==> src/rtl/alu_exec_pkg.sv <==
// Shared types and constants for the alu_exec block and its iterative multiplier.
// The optional multiplier is enabled by defining ALU_EXEC_MUL_EN.
package alu_exec_pkg;

  localparam int unsigned DATA_W    = 16;
  localparam int unsigned IMM_W     = 5;
  localparam int unsigned MUL_ITERS = 16;
  localparam int unsigned CNT_W     = $clog2(MUL_ITERS);

  typedef enum logic [1:0] {
    ALU_ADD   = 2'b00,
    ALU_AND   = 2'b01,
    ALU_NOT   = 2'b10,
    ALU_PASSA = 2'b11
  } alu_op_e;

  // Opcode 11 doubles as MUL when the multiplier is built in.
  localparam alu_op_e ALU_MUL = ALU_PASSA;

  typedef enum logic [1:0] {
    ST_IDLE = 2'b00,
    ST_EXEC = 2'b01,
    ST_MUL  = 2'b10,
    ST_DONE = 2'b11
  } state_e;

  typedef struct packed {
    alu_op_e             op;
    logic                ld_cc;
    logic [DATA_W-1:0]   a;
    logic [DATA_W-1:0]   b;
  } alu_req_t;

  typedef struct packed {
    logic n;
    logic z;
    logic p;
  } cc_t;

  localparam cc_t CC_RESET = 3'b010;

  function automatic logic [DATA_W-1:0] sext_imm5(input logic [IMM_W-1:0] imm);
    return {{(DATA_W - IMM_W){imm[IMM_W-1]}}, imm};
  endfunction

  function automatic cc_t cc_of(input logic [DATA_W-1:0] r);
    cc_t cc;
    cc.n = r[DATA_W-1];
    cc.z = (r == '0);
    cc.p = !r[DATA_W-1] && (r != '0);
    return cc;
  endfunction

  function automatic logic [DATA_W-1:0] alu_compute(input alu_op_e op,
                                                    input logic [DATA_W-1:0] a,
                                                    input logic [DATA_W-1:0] b);
    logic [DATA_W-1:0] r;
    case (op)
      ALU_ADD: r = a + b;
      ALU_AND: r = a & b;
      ALU_NOT: r = ~a;
      default: r = a;
    endcase
    return r;
  endfunction

endpackage

==> src/rtl/mul16_iter.sv <==
// Iterative shift-add multiplier: low DATA_W bits of a*b over MUL_ITERS cycles.
// Instantiated by alu_exec only when ALU_EXEC_MUL_EN is defined.
module mul16_iter
  import alu_exec_pkg::*;
(
  input  logic              clk,
  input  logic              rst_n,
  input  logic              start_i,
  input  logic [DATA_W-1:0] a_i,
  input  logic [DATA_W-1:0] b_i,
  output logic              done_c,
  output logic [DATA_W-1:0] product_c
);

  logic              busy_q;
  logic [CNT_W-1:0]  cnt_q;
  logic [DATA_W-1:0] acc_q;
  logic [DATA_W-1:0] mcand_q;
  logic [DATA_W-1:0] mplier_q;
  logic [DATA_W-1:0] step_c;

  // product_c is the accumulator after the current step, so the last step's
  // result is visible in the same cycle done_c is high.
  always_comb begin
    step_c    = mplier_q[0] ? mcand_q : '0;
    product_c = acc_q + step_c;
    done_c    = busy_q && (cnt_q == CNT_W'(MUL_ITERS - 1));
  end

  always_ff @(posedge clk or negedge rst_n) begin
    if (!rst_n) begin
      busy_q   <= 1'b0;
      cnt_q    <= '0;
      acc_q    <= '0;
      mcand_q  <= '0;
      mplier_q <= '0;
    end else if (start_i) begin
      busy_q   <= 1'b1;
      cnt_q    <= '0;
      acc_q    <= '0;
      mcand_q  <= a_i;
      mplier_q <= b_i;
    end else if (busy_q) begin
      acc_q    <= product_c;
      mcand_q  <= mcand_q << 1;
      mplier_q <= mplier_q >> 1;
      cnt_q    <= cnt_q + CNT_W'(1);
      if (done_c) begin
        busy_q <= 1'b0;
      end
    end
  end

endmodule

==> src/rtl/alu_exec.sv <==
// Multi-cycle ALU execute stage with condition codes; ALUK=11 is PASSA by default,
// or an iterative MUL when ALU_EXEC_MUL_EN is defined.
module alu_exec
  import alu_exec_pkg::*;
(
  input  logic              Clk,
  input  logic              Reset_n,
  input  logic              start,
  input  logic [1:0]        ALUK,
  input  logic              SR2MUX,
  input  logic [IMM_W-1:0]  imm5,
  input  logic [DATA_W-1:0] SR1OUT,
  input  logic [DATA_W-1:0] SR2OUT,
  input  logic              LD_CC,
  output logic              busy,
  output logic              done,
  output logic [DATA_W-1:0] ALU_OUT,
  output logic              N,
  output logic              Z,
  output logic              P
);

  state_e            state_q, state_d;
  alu_req_t          req_q, req_d;
  logic [DATA_W-1:0] alu_out_q, alu_out_d;
  cc_t               cc_q, cc_d;
  logic              busy_q;
  logic              done_q;
  logic [DATA_W-1:0] b_sel_c;
  logic [DATA_W-1:0] result_c;

  assign b_sel_c = SR2MUX ? sext_imm5(imm5) : SR2OUT;

`ifdef ALU_EXEC_MUL_EN
  logic              mul_start_c;
  logic              mul_done_c;
  logic [DATA_W-1:0] mul_product_c;

  mul16_iter u_mul (
    .clk       (Clk),
    .rst_n     (Reset_n),
    .start_i   (mul_start_c),
    .a_i       (SR1OUT),
    .b_i       (b_sel_c),
    .done_c    (mul_done_c),
    .product_c (mul_product_c)
  );
`endif

  // Next-state and datapath updates; operands are captured only on accept.
  always_comb begin
    state_d   = state_q;
    req_d     = req_q;
    alu_out_d = alu_out_q;
    cc_d      = cc_q;
    result_c  = alu_compute(req_q.op, req_q.a, req_q.b);
`ifdef ALU_EXEC_MUL_EN
    mul_start_c = 1'b0;
`endif
    case (state_q)
      ST_IDLE: begin
        if (start) begin
          req_d.op    = alu_op_e'(ALUK);
          req_d.ld_cc = LD_CC;
          req_d.a     = SR1OUT;
          req_d.b     = b_sel_c;
`ifdef ALU_EXEC_MUL_EN
          if (alu_op_e'(ALUK) == ALU_MUL) begin
            state_d     = ST_MUL;
            mul_start_c = 1'b1;
          end else begin
            state_d = ST_EXEC;
          end
`else
          state_d = ST_EXEC;
`endif
        end
      end
      ST_EXEC: begin
        alu_out_d = result_c;
        if (req_q.ld_cc) begin
          cc_d = cc_of(result_c);
        end
        state_d = ST_DONE;
      end
`ifdef ALU_EXEC_MUL_EN
      ST_MUL: begin
        if (mul_done_c) begin
          alu_out_d = mul_product_c;
          if (req_q.ld_cc) begin
            cc_d = cc_of(mul_product_c);
          end
          state_d = ST_DONE;
        end
      end
`endif
      ST_DONE: begin
        state_d = ST_IDLE;
      end
      default: begin
        state_d = ST_IDLE;
      end
    endcase
  end

  always_ff @(posedge Clk or negedge Reset_n) begin
    if (!Reset_n) begin
      state_q   <= ST_IDLE;
      req_q     <= '0;
      alu_out_q <= '0;
      cc_q      <= CC_RESET;
      busy_q    <= 1'b0;
      done_q    <= 1'b0;
    end else begin
      state_q   <= state_d;
      req_q     <= req_d;
      alu_out_q <= alu_out_d;
      cc_q      <= cc_d;
      busy_q    <= (state_d != ST_IDLE);
      done_q    <= (state_d == ST_DONE);
    end
  end

  assign busy    = busy_q;
  assign done    = done_q;
  assign ALU_OUT = alu_out_q;
  assign N       = cc_q.n;
  assign Z       = cc_q.z;
  assign P       = cc_q.p;

endmodule

==> config.mk <==
export PLATFORM = sky130hd
export DESIGN_NAME = alu_exec
export DESIGN_NICKNAME = d
export VERILOG_FILES = /design/src/rtl/alu_exec_pkg.sv /design/src/rtl/mul16_iter.sv /design/src/rtl/alu_exec.sv
export SDC_FILE = /design/constraint.sdc
export NUM_CORES = 1
export LEC_CHECK = 0
export CORE_AREA = 2 2 111 113
export DETAILED_ROUTE_END_ITERATION = 12
export DIE_AREA = 0 0 113 115
export GPL_ROUTABILITY_DRIVEN = 0
export SLEW_MARGIN = 10
export SYNTH_ARGS = -nofsm -noshare
export SYNTH_HDL_FRONTEND = slang
export SYNTH_SLANG_ARGS = --single-unit
==> constraint.sdc <==
create_clock -name Clk -period 2.5 [get_ports Clk]
set_input_delay 0.5 -clock Clk [delete_from_list [all_inputs] [get_ports Clk]]
set_output_delay 0.5 -clock Clk [all_outputs]
set_load 0.005 [all_outputs]
==> results.py <==
metrics = {
    "run_status": {
        "outcome": "finished with violations",
        "violations": "DRC, setup timing",
    },
    "logic_synthesis": {
        "syn-cell-area_sq_um": 3450,
        "synth_top_area_share_pct": 40.6,
        "synthTopCellsByArea": "dfrtp_1 (41%), mux2_2 (7.2%), a21oi_1 (5.9%), ha_1 (5.8%), nor2_1 (4.1%)",
        "synth_edf_count": 0,
        "ys_seq_area_share_pct": 41.3,
        "synth_top_area_cell": "dfrtp_1",
        "synthDistinctLibCells": 57,
        "synth_flop_cell": "dfrtp_1",
        "ys.warnings.count": 0,
        "async_flop_share_pct": 100,
        "synth_seq_cells": 57,
        "syn_nets": 416,
        "postSynthCellCount": 355,
        "ys_top_cells_by_count": "dfrtp_1 (56), a21oi_1 (41), nor2_1 (38)",
        "synth.avg_cell_area_sq_um": 9.73,
        "yosys.cell_count.top_type": "dfrtp_1",
    },
    "final_layout": {
        "antenna_cells": 0,
        "syn2layout_area_growth_pct": 37.8,
        "instances_no_fill": 589,
        "nets": 498,
        "layout-drive-gt1-share_pct": 19.5,
    },
    "clock_network": {
        "clock_tree.root_cell": "clkbuf_16",
        "clockBufferDepth": 2,
        "cts.sinks": 57,
        "clkTransAtPathRegs_ns": 0.05,
        "insertion_delay_ns": 0.33,
        "cts_htree_levels": 3,
        "cts_tree": "done",
        "numCtsBuffers": 9,
    },
    "power_and_ir_drop": {
        "p_per_area_nw_per_um2": 1660,
        "p_leak_nw": 2.00,
        "ir_drop_mv": 0.528,
    },
    "sta": {
        "rsz0062_at_grt": "yes",
        "slew_headroom_pct": 62.5,
        "timing_hold_violations_final": 0,
        "timing.fmax_mhz": 397,
        "min_period_ns": 2.52,
        "timing_worst_slew_pin_value_ns": 0.562,
        "fin_hold_ws_ns": 0.156,
        "setup_ws_ns": -0.0168,
        "finClkSkew_ns": 0.00777,
        "period_share_pct": 101,
        "slew_viol_final": 0,
        "setup_viol": 1,
    },
    "place": {
        "hpwlAfterDp_um": 6450,
        "post-place-cells": 569,
        "port_buffers": 64,
    },
    "run": {
        "maxCapViolCount": 0,
    },
    "global_route": {
        "grt_pass1_vias": 2676,
        "grt_antenna_before_repair": 0,
        "overflow": 0,
        "grt_max_degree": 52,
        "grt_pass1_wl_um": 13700,
        "grt_usage_pct": 13.4,
    },
    "detailed_routing": {
        "first_iter_violations": 204,
        "vias": 2926,
        "wirelength_um": 8670,
        "wl_per_cell_um": 14.7,
        "drt_pass1_iterations": 8,
        "drc": 6,
        "routed_via_density": 4.97,
        "final_antenna_net_count": 0,
    },
    "floorplan": {
        "fp-row-count": 40,
        "start_util_pct": 29.2,
        "die_x_um": 113,
        "core_sq_um": 11800,
        "io_pins": 65,
        "die_h_um": 115,
        "die-area_sq_um": 13000,
    },
    "worst_setup_path": {
        "worstSetupEndpointType": "flop",
        "path_max_fanout": 4,
        "critPathLaunchType": "flop",
        "arrival_ns": 2.79,
        "cp_data_required_time_ns": 2.77,
        "criticalPathCategory": "flop to flop",
    },
    "min_path": {
        "hold_path_class": "input port to async pin",
    },
}
## final timing paths
path	startpoint	end	slack [ns]	cells after the start
worst max-delay path	req_q[4]	Z	-0.02	9
worst min-delay path	Reset_n	req_q[22]	0.16	1
worst max register to register	req_q[4]	Z	-0.02	9
worst min register to register	ALU_OUT[2]	ALU_OUT[2]	0.48	2
max in group asynchronous	Reset_n	Z	1.70	2
min in group Clk	ALU_OUT[2]	ALU_OUT[2]	0.48	2
## layer usage
layer,global-route usage [%],wire length (um),up-vias
li1,-,-,1447
met1,19.3,4230,1388
met2,19.3,3730,84
met3,3.90,600,7
met4,4.63,103,0
met5,0,0,-
## worst max-delay path, cell delays in order, from the launching register on
cell and delay [ns]:
dfrtp_1 0.39, ha_1 0.35, a21oi_1 0.30, o211ai_1 0.21, a211o_2 0.36, nand3_1 0.14
nand3_1 0.09, and4bb_1 0.27, and4_1 0.21, a22o_1 0.14
## layout make-up
type / count / area [sq um]
Clock buffer: 13 / 260
Timing Repair Buffer: 90 / 868
Sequential cell: 57 / 1430
Clock inverter: 3 / 40.0
Multi-Input combinational cell: 276 / 1970
Fill cell: 1203 / 7050
Tap cell: 147 / 184
Inverter: 3 / 11.3
## report_power, final
group	switching, mW	internal (mW)	leakage [nW]
combinational	2.43	2.46	1.18
clock	0.410	0.821	0.150
sequential	0.408	1.40	0.664
total	3.25	4.68	2.00
## cell usage in the layout, fill, tap and decap left out, types with 3 or more instances in the layout
cell type        instances
clkdlybuf4s50_1         63
dfrtp_1                 55
a21oi_1                 41
nor2_1                  38
nand2_1                 28
buf_4                   23
mux2_2                  22
o21ai_0                 21
xor2_1                  13
ha_1                    13
clkbuf_16                9
a21o_1                   7
xnor2_1                  7
mux2i_1                  6
o21ai_1                  6
o21a_1                   6
nand2b_1                 5
o211ai_1                 5
nand3_1                  4
inv_1                    3
o211ai_2                 3
nand4_1                  3
buf_12                   3
## what timing repair did
action | CTS | global route
hold buffers | 0 | 0
setup buffers | 2 | 2
pin swaps | 8 | 12
cloned | 0 | 0
setup endpoints to repair | 2 | 6
gates resized for setup | 1 | 9
## state kept, by name, summed over array words and instances (netlist names)
| signal | count |
|---|---|
| req_q | 35 |
| state_q | 1 |
| P | 1 |
| N | 1 |
| done | 1 |
| Z | 1 |
| busy | 1 |
| ALU_OUT | 16 |
## cell families after synthesis
family	Yosys count	share of synthesized area, %
AO/OA/AOI/OAI	113	21.2
XOR/XNOR	21	5.32
adder cells (fa/ha/maj)	17	6.37
buffers and inverters	22	3.66
flip-flops	57	41.3
multiplexers	28	8.91
AND/OR/NAND/NOR	97	13.2
## metrics by stage
stage / cell area (sq um) / setup slack, ns / total power [mW] / TNS (ns) / utilization (%)
after floorplan: 3460 / 0.0177 / 4.86 / 0 / -
after global placement: 4370 / -0.0256 / 6.28 / -0.0412 / 37.0
after detailed placement: 4370 / -0.0537 / 6.37 / -0.0820 / 37.0
after CTS: 4690 / -0.0543 / 7.70 / -0.0621 / 39.7
after global routing: 4760 / -0.189 / 8.56 / -0.424 / 40.3
final: 4760 / -0.0168 / 7.92 / -0.0168 / 40.3
(Power assumes the default switching activity.)
